File: src/rtl/sat_counter.sv
// sat_counter: up counter that sticks at all-ones instead of wrapping
module sat_counter #(
    parameter int WIDTH = 16
) (
    input  logic             clk,
    input  logic             rst,
    input  logic             inc,
    output logic [WIDTH-1:0] q
);
    // count up on inc, hold once every bit is set, clear on active-low reset
    always_ff @(posedge clk) begin
        if (!rst) q <= '0;
        else if (inc && q != '1) q <= q + 1'b1;
    end
endmodule

File: config.mk
export PLATFORM = sky130hd
export DESIGN_NAME = sat_counter
export DESIGN_NICKNAME = d
export VERILOG_FILES = /design/src/rtl/sat_counter.sv
export SDC_FILE = /design/constraint.sdc
export NUM_CORES = 1
export LEC_CHECK = 0
export CORE_MARGIN = 5
export CORE_UTILIZATION = 30
export CTS_CLUSTER_DIAMETER = 120
export DETAILED_ROUTE_END_ITERATION = 6
export SYNTH_ARGS = -nofsm -noshare
export SYNTH_HDL_FRONTEND = slang
export SYNTH_SLANG_ARGS = --single-unit
File: constraint.sdc
create_clock -name clk -period 2.6 [get_ports clk]
set_input_delay 0.26 -clock clk [delete_from_list [all_inputs] [get_ports clk]]
set_output_delay 0.26 -clock clk [all_outputs]
set_load 0.005 [all_outputs]
## After elaboration in Yosys (flattened, before gate mapping)

Cells that the tools add are included.

| storage, ports and cells | value |
|---|---|
| output and inout bits | 16 |
| register bits after elaboration | 16 |
| input port bits | 3 |
| logic and storage cells | 4 |

| operators by class | value |
|---|---|
| add/subtract/negate cells | 1 |
| equality and inequality tests | 1 |
| reductions and logical operators | 1 |

Operators with widths:

| kind | number |
|---|---|
| $add A16 B1 Y16 const B | 1 |
| $ne A16 B16 Y1 const B | 1 |
| $logic_and A1 B1 Y1 | 1 |

## Logic depth before layout (Yosys ltp)

Gate-level depths: netlist of the first run.

| logic depth | value |
|---|---|
| depth in word-level cells | 2 |
| gate-level depth with buffers | 6 |
| gate-level depth less buffers | 5 |

## Worst setup path after synthesis of the first run

OpenSTA, ideal clock, no wires.

| timing | value |
|---|---|
| path type | register to register |
| start | register q[0] |
| end | register q[15] |
| cell stages (with the launch flop) | 7 |
| required time | 2.471 ns |
| path slack | 1.043 ns |
| buffers on the path | 1 |
| data arrival time | 1.428 ns |
| period minus slack after synthesis | 1.557 ns |
| library setup time | 0.129 ns |
| cells stage by stage | dfxtp_1 -> ha_1 -> nand3_1 -> nor4_2 -> buf_4 -> nor4_1 -> mux2i_1 |

| on the way | value |
|---|---|
| cells in the longest elaborated chain, start to end | 2 |
| elaborated cells between the ends (all ways) | 3 |
| classes of those cells | add/sub: 1; eq/ne: 1; reduce/logical: 1 |

Ends and longest elaborated chain:

| item | line | text |
|---|---|---|
| from (decl) | 8 | `output logic [WIDTH-1:0] q` |
| from (signal assigned) | 13 | `else if (inc && q != '1) q <= q + 1'b1;` |
| parallel branches: the longest is 2 deep, another holds $add A16 B1 Y16 | - |  |

Several ways; the timed one is not identified.
A chain may end at the register's enable or synchronous reset.

## Worst setup path after layout of the first run

| timing | value |
|---|---|
| start | register q[0] |
| end | register q[13] |

The elaborated chain is that of the path after synthesis.

==> results by group, run 1 <==
Logic synthesis
  • Synth top cells by count: dfxtp_1 (16), nand2_1 (10), a21oi_1 (9)
  • Dominant synthesized flop cell: dfxtp_1
  • Async S/R FF share, synth: 0%
  • Synth cell types: 31
  • Seq/Total Area, Yosys: 38.3%
  • Syn_nets: 101
  • EDFF count, synth: 0
  • Mapped Cells: 97
  • Cell with the most instances after synthesis: dfxtp_1
  • Flops & latches, synth: 16
  • Synth top area cells: dfxtp_1 (38%), a21oi_1 (5.4%), nand2_1 (4.5%)
  • Post-Syn Area per Cell: 8.63 um2
  • Synth top area share: 38.3%
  • Yosys warns: 0
  • Area leader, netlist: dfxtp_1
  • Post-Synthesis Cell Area: 837 um2

Floorplanning
  • Die width: 62.8 um
  • I/O Pins: 19
  • Die span in y: 62.8 um
  • Initial Utilization: 30.9%
  • Num rows: 19
  • CORE AREA: 2710 um2
  • Die footprint: 3950 um2

Clock tree
  • Clk root buf: clkbuf_4
  • Post-CTS Setup Bufs: 0
  • Post-CTS Hold Fix Bufs: 0
  • Maximum clock insertion buffer count: 2
  • Number of H-tree levels: 1
  • TritonCTS clock tree: built
  • Reg clk slew, reported paths: 0.09 ns
  • Clock latency on the worst-skew pair: 0.28 ns
  • Post-cts resize count: 0
  • Num CTS Buffers: 3
  • CTS sink cnt: 16

Power
  • Final Power: 0.000397 W
  • Power Density: 370 nW/um2
  • Max VDD drop: 222 uV
  • Leakage: 0.337 nW

Timing
  • Slew Viols, Final: 0
  • Max-slew headroom: 63.9%
  • WHS: 0.521 ns
  • Measured slew at the worst slew-check pin: 0.535 ns
  • Fin. Hold Viols: 0
  • Setup_tns: 0 ns
  • Final Skew: 0.00156 ns
  • Final setup vio count: 0
  • Fin crit period: 1.71 ns
  • RSZ-0062 raised after global routing: false
  • Final period util: 65.8%
  • Fmax: 585 MHz

Route
  • Routed length on met3: 82 um
  • Antenna viol nets, final: 0
  • Routed WL: 1990 um
  • M1 WL: 976 um
  • 1st-iter DRT viols: 16
  • Top Metal Used: met4
  • WL per Instance: 13.4 um
  • DR vias/cell: 5.55
  • Via count: 821
  • Number of remaining DRC errors: 0
  • Pre-antenna DRT Iters: 4
  • Met2 routed WL: 919 um

Critical path
  • Delay-heaviest family, CP: simple AND/OR/NAND/NOR gates
  • Slowest CP cell: or4_1
  • Crit-path cells: ha_1, nand3_1, nor4_2, buf_4, or4_1, a21oi_1
  • Crit path buf inv count: 1
  • Crit path max fanout: 17
  • Data arrival, critical path: 1.92 ns
  • Crit. End Element: flip-flop
  • Critical Path Max Stage Delay: 0.51 ns
  • Worst endpoint required time: 2.81 ns
  • CP Class: reg2reg
  • Startpoint types: flip-flop

Worst hold path
  • Hold Crit Class: reg2reg

Cells and area
  • Area grow syn2layout: 28.4%
  • Layout Nets: 123
  • Util after Layout: 39.7%
  • Share of cells above drive strength 1: 5.98%
  • Ant diodes: 0
  • Biggest regs: q: 16 flops
  • Max reg flops: 16
  • Top reg by flops: q
  • Fin area: 1070 um2

Global routing
  • Largest net degree at the start of global routing: 18
  • First-pass GRT wire length: 3470 um
  • Initial antenna violation count: 0
  • Gr usage total: 10.7%
  • Number of global-route vias before repair: 786
  • Grt total ovfl: 0

Status
  • Status: complete, no violations

Placed design
  • DP HPWL: 1450 um
  • Buffers on Ports: 18
  • Placement Cell Area: 1050 um2
  • Routability cong.: 0.782

Run
  • Max_cap viols: 0
[layer usage]
layer / up-vias / track usage (%)
li1: 418 / -
met1: 390 / 13.4
met5: - / 0
met2: 11 / 17.4
met3: 2 / 2.70
met4: 0 / 4.77
[final cells by class]
type / count / area [um2]
fill: 284 / 1640
sequential: 16 / 320
inverter: 4 / 15.0
multi-input combinational: 75 / 490
timing repair buffer: 19 / 188
clock buffer: 3 / 22.5
tap: 31 / 38.8
[cell usage in the layout, fill, tap and decap left out]
cell type	count
nand4_4	1
nor4_1	3
nor3b_1	1
o41ai_1	1
nand3b_1	1
o21ai_0	4
o311ai_0	1
nand2_1	10
o211ai_1	1
nor4_2	1
nor4bb_1	1
nand2b_1	2
nand3_1	6
ha_1	1
buf_4	1
or3_1	2
xor2_1	1
mux2i_1	3
nor2_1	5
a21oi_1	9
nor3_1	2
o211a_1	1
clkdlybuf4s50_1	18
xnor2_1	1
inv_1	4
clkbuf_4	3
or4_1	5
and4_1	3
nand4_1	3
o31ai_1	5
or3_4	1
dfxtp_1	16
[power by group]
part | leakage [nW] | total (W) | switching (W) | internal [W]
clock network | 0.0138 | 0.000127 | 0.0000729 | 0.0000536
logic | 0.194 | 0.0000205 | 0.0000106 | 0.00000993
registers | 0.129 | 0.000250 | 0.00000322 | 0.000247
[worst paths after layout]
kind	cells after the start	end	slack [ns]	start
min reg2reg	2	q[9]	0.52	q[9]
max reg2reg	6	q[13]	0.89	q[0]
min	2	q[9]	0.52	q[9]
max	6	q[13]	0.89	q[0]
[metrics by stage]
| stage | worst slack [ns] | instances |
|---|---|---|
| after detailed placement | 0.762 | 145 |
| after CTS | 0.893 | 148 |
| after global placement | 0.781 | 145 |
| final | 0.890 | 148 |
| after global routing | 0.759 | 148 |
| after floorplan | 1.04 | 97 |
[worst min-delay path, stage by stage, from the launching register on]
cell and delay [ns]:
dfxtp_1 0.35, o31ai_1 0.07, a21oi_1 0.06
[logic make-up (layout without fill, tap and decap cells)]
kind of cell	after synthesis	in the layout	share of synthesized area, %
AO/OA/AOI/OAI	22	22	16.4
buffers and inverters	6	26	3.14
XOR/XNOR	2	2	2.09
flip-flops	16	16	38.3
adder cells (fa/ha/maj)	1	1	1.49
multiplexers	3	3	3.59
AND/OR/NAND/NOR	47	47	35.0
Note: power is estimated with default switching activity, not from simulation.
==> run 2: changes to the inputs <==
Clock period 2.6 ns to 1.6 ns, I/O delays scaled along.
==> results by group, run 2 (same netlist as run 1, synthesis figures left out) <==
Power
  • Switching share of total power: 23.2% (+1.4 points)
  • Leakage: 0.494 nW (+47%)
  • Int Pwr: 0.000567 W (+82%)
  • Power Density: 550 nW/um2 (+49%)
  • Clk pwr share: 38.3% (+6.5 points)
  • Max VDD drop: 320 uV (+44%)
  • Sequential share of power: 55.0% (-8.0 points)
  • Comb pwr share: 6.7% (+1.5 points)
  • Sw Pwr: 0.000171 W (+97%)

Placed design
  • DP HPWL: 1660 um (+15%)
  • DP Cell Count: 169 (+17%)
  • Pre-CTS WS: -0.0726 ns (-0.834 ns)
  • Placement Cell Area: 1230 um2 (+17%)
  • Buffers on Ports: 18 (unchanged)
  • Routability cong.: 0.833 (+6.5%)

Cells and area
  • Fin area: 1340 um2 (+25%)
  • Layout Nets: 147 (+20%)
  • Top reg by flops: q
  • Ant diodes: 0 (unchanged)
  • Commonest non-fill, non-tap cell in the layout: buf_4
  • Share of cells above drive strength 1: 36.6% (+31 points)
  • Area grow syn2layout: 60.2%
  • Most frequent cells in the layout: buf_4 (25), clkdlybuf4s50_1 (18), dfxtp_2 (11)
  • Biggest regs: q: 16 flops
  • # fillers: 276 (-2.8%)
  • Post-Layout Cell Count: 173 (+17%)
  • Max reg flops: 16 (unchanged)

Critical path
  • R2R Setup Slk: 0.05 ns (-0.84 ns)
  • CP Class: reg2reg
  • Crit path max fanout: 5 (-12)
  • Worst endpoint required time: 1.84 ns (-0.97 ns)
  • Reg2reg start: q[12]
  • Data arrival, critical path: 1.79 ns (-0.13 ns)
  • FF-to-FF End: q[13]
  • Crit. End Element: flip-flop
  • Startpoint types: flip-flop
  • R2R depth: 4 (-2)

Timing
  • Slew Viols, Final: 0 (unchanged)
  • Final worst setup slack: 0.0517 ns (-0.838 ns)
  • Max-slew headroom: 68.3% (+4.4 points)
  • Final period util: 96.8% (+31 points)
  • Fin. Hold Viols: 0 (unchanged)
  • Final setup vio count: 0 (unchanged)
  • Fin crit period: 1.55 ns (-0.162 ns)
  • Setup_tns: 0 ns (unchanged)
  • Final Skew: 0.000799 ns (-0.000758 ns)
  • RSZ-0062 raised after global routing: true
  • Fmax: 646 MHz (+10%)
  • WHS: 0.519 ns (-0.00175 ns)
  • Measured slew at the worst slew-check pin: 0.475 ns (-0.0595 ns)

Global routing
  • Grt total ovfl: 0 (unchanged)
  • Largest net degree at the start of global routing: 14 (-4)
  • First-pass GRT wire length: 3740 um (+7.8%)
  • Initial antenna violation count: 0 (unchanged)
  • Number of global-route vias before repair: 889 (+13%)
  • Gr usage total: 11.6% (+0.82 points)

Clock tree
  • Reg clk slew, reported paths: 0.10 ns (about the same)
  • Maximum clock insertion buffer count: 2 (unchanged)
  • Number of H-tree levels: 1 (unchanged)
  • TritonCTS clock tree: built
  • Clk root buf: clkbuf_4
  • CTS sink cnt: 16 (unchanged)
  • Clock latency on the worst-skew pair: 0.30 ns (+0.02 ns)
  • Num CTS Buffers: 3 (unchanged)
  • Post-CTS Setup Bufs: 0 (unchanged)

Route
  • Number of remaining DRC errors: 0 (unchanged)
  • Routed WL: 2260 um (+14%)
  • WL per Instance: 13.1 um (-2.6%)
  • Via count: 926 (+13%)
  • DR vias/cell: 5.35 (-3.5%)
  • Antenna viol nets, final: 0 (unchanged)
  • 1st-iter DRT viols: 11 (-5)
  • Pre-antenna DRT Iters: 4 (unchanged)

Floorplanning
  • Die width: 62.8 um (unchanged)
  • Die footprint: 3950 um2 (unchanged)
  • Initial Utilization: 30.9% (unchanged)
  • I/O Pins: 19 (unchanged)
  • CORE AREA: 2710 um2 (unchanged)
  • Die span in y: 62.8 um (unchanged)
  • Num rows: 19 (unchanged)

Worst hold path
  • Hold Crit Class: reg2reg
  • Worst hold path depth: 2 (unchanged)
  • Hold Path End: q[0]
  • Hold wc startpoint: q[0]

Run
  • Max_cap viols: 0 (unchanged)

Status
  • Status: complete, no violations
## run 2: metal layers
metal / vias up / track usage [%] / part of all wire (%)
li1: 465 / - / -
met1: 441 / 12.9 / 44
met2: 16 / 19.9 / 50
met3: 4 / 4.14 / 4.2
met4: 0 / 4.24 / 1.3
met5: - / 0 / 0
## run 2: power groups by stage
stage	combinational [W]	clock, W	sequential (W)
final	0.0000494	0.000283	0.000406
after detailed placement	0.0000466	0	0.000414
after floorplan	0.0000140	0	0.000415
after global routing	0.0000542	0.000305	0.000407
after CTS	0.0000476	0.000290	0.000405
after global placement	0.0000462	0	0.000414
## run 2: cell type report
class / instances / area (um2) / area share, %
clock buffer: 4 / 36.3 / 2.71
inverter: 4 / 15.0 / 1.12
multi-input combinational: 75 / 546 / 40.7
sequential: 16 / 338 / 25.2
tap: 31 / 38.8 / 2.89
timing repair buffer: 43 / 368 / 27.4
## run 2: critical path: stages (launching register included)
cell and delay, ns:
dfxtp_4 0.38, nand3_1 0.12, or3_4 0.42, or4_4 0.43, a21oi_2 0.13
## run 2: timing repair
item,in CTS,in global routing
pin swaps,0,2
resized for setup,2,22
gates cloned,0,0
endpoints found under the setup margin,3,12
hold buffers,0,0
## run 2: how the worst max path moves through the flow
stage	to	from	cells after the start
2_1_floorplan	q[15]	q[0]	6
3_3_place_gp	q[13]	inc	4
3_5_place_dp	q[7]	inc	4
4_1_cts	q[7]	q[0]	6
5_1_grt	q[13]	q[5]	4
6_report	q[13]	q[12]	4
## run 2: through the flow
step	total power [W]	util [%]
after floorplan	0.000429	-
after global placement	0.000460	45.5
after detailed placement	0.000461	45.5
after CTS	0.000743	47.0
after global routing	0.000766	49.5
final	0.000738	49.5
==> run 3: changes to the inputs <==
Settings changed: ABC_CLOCK_PERIOD_IN_PS set to 1600.
==> results of run 3 <==
No change in the layout: final DEF, timing and power equal those of run 2.
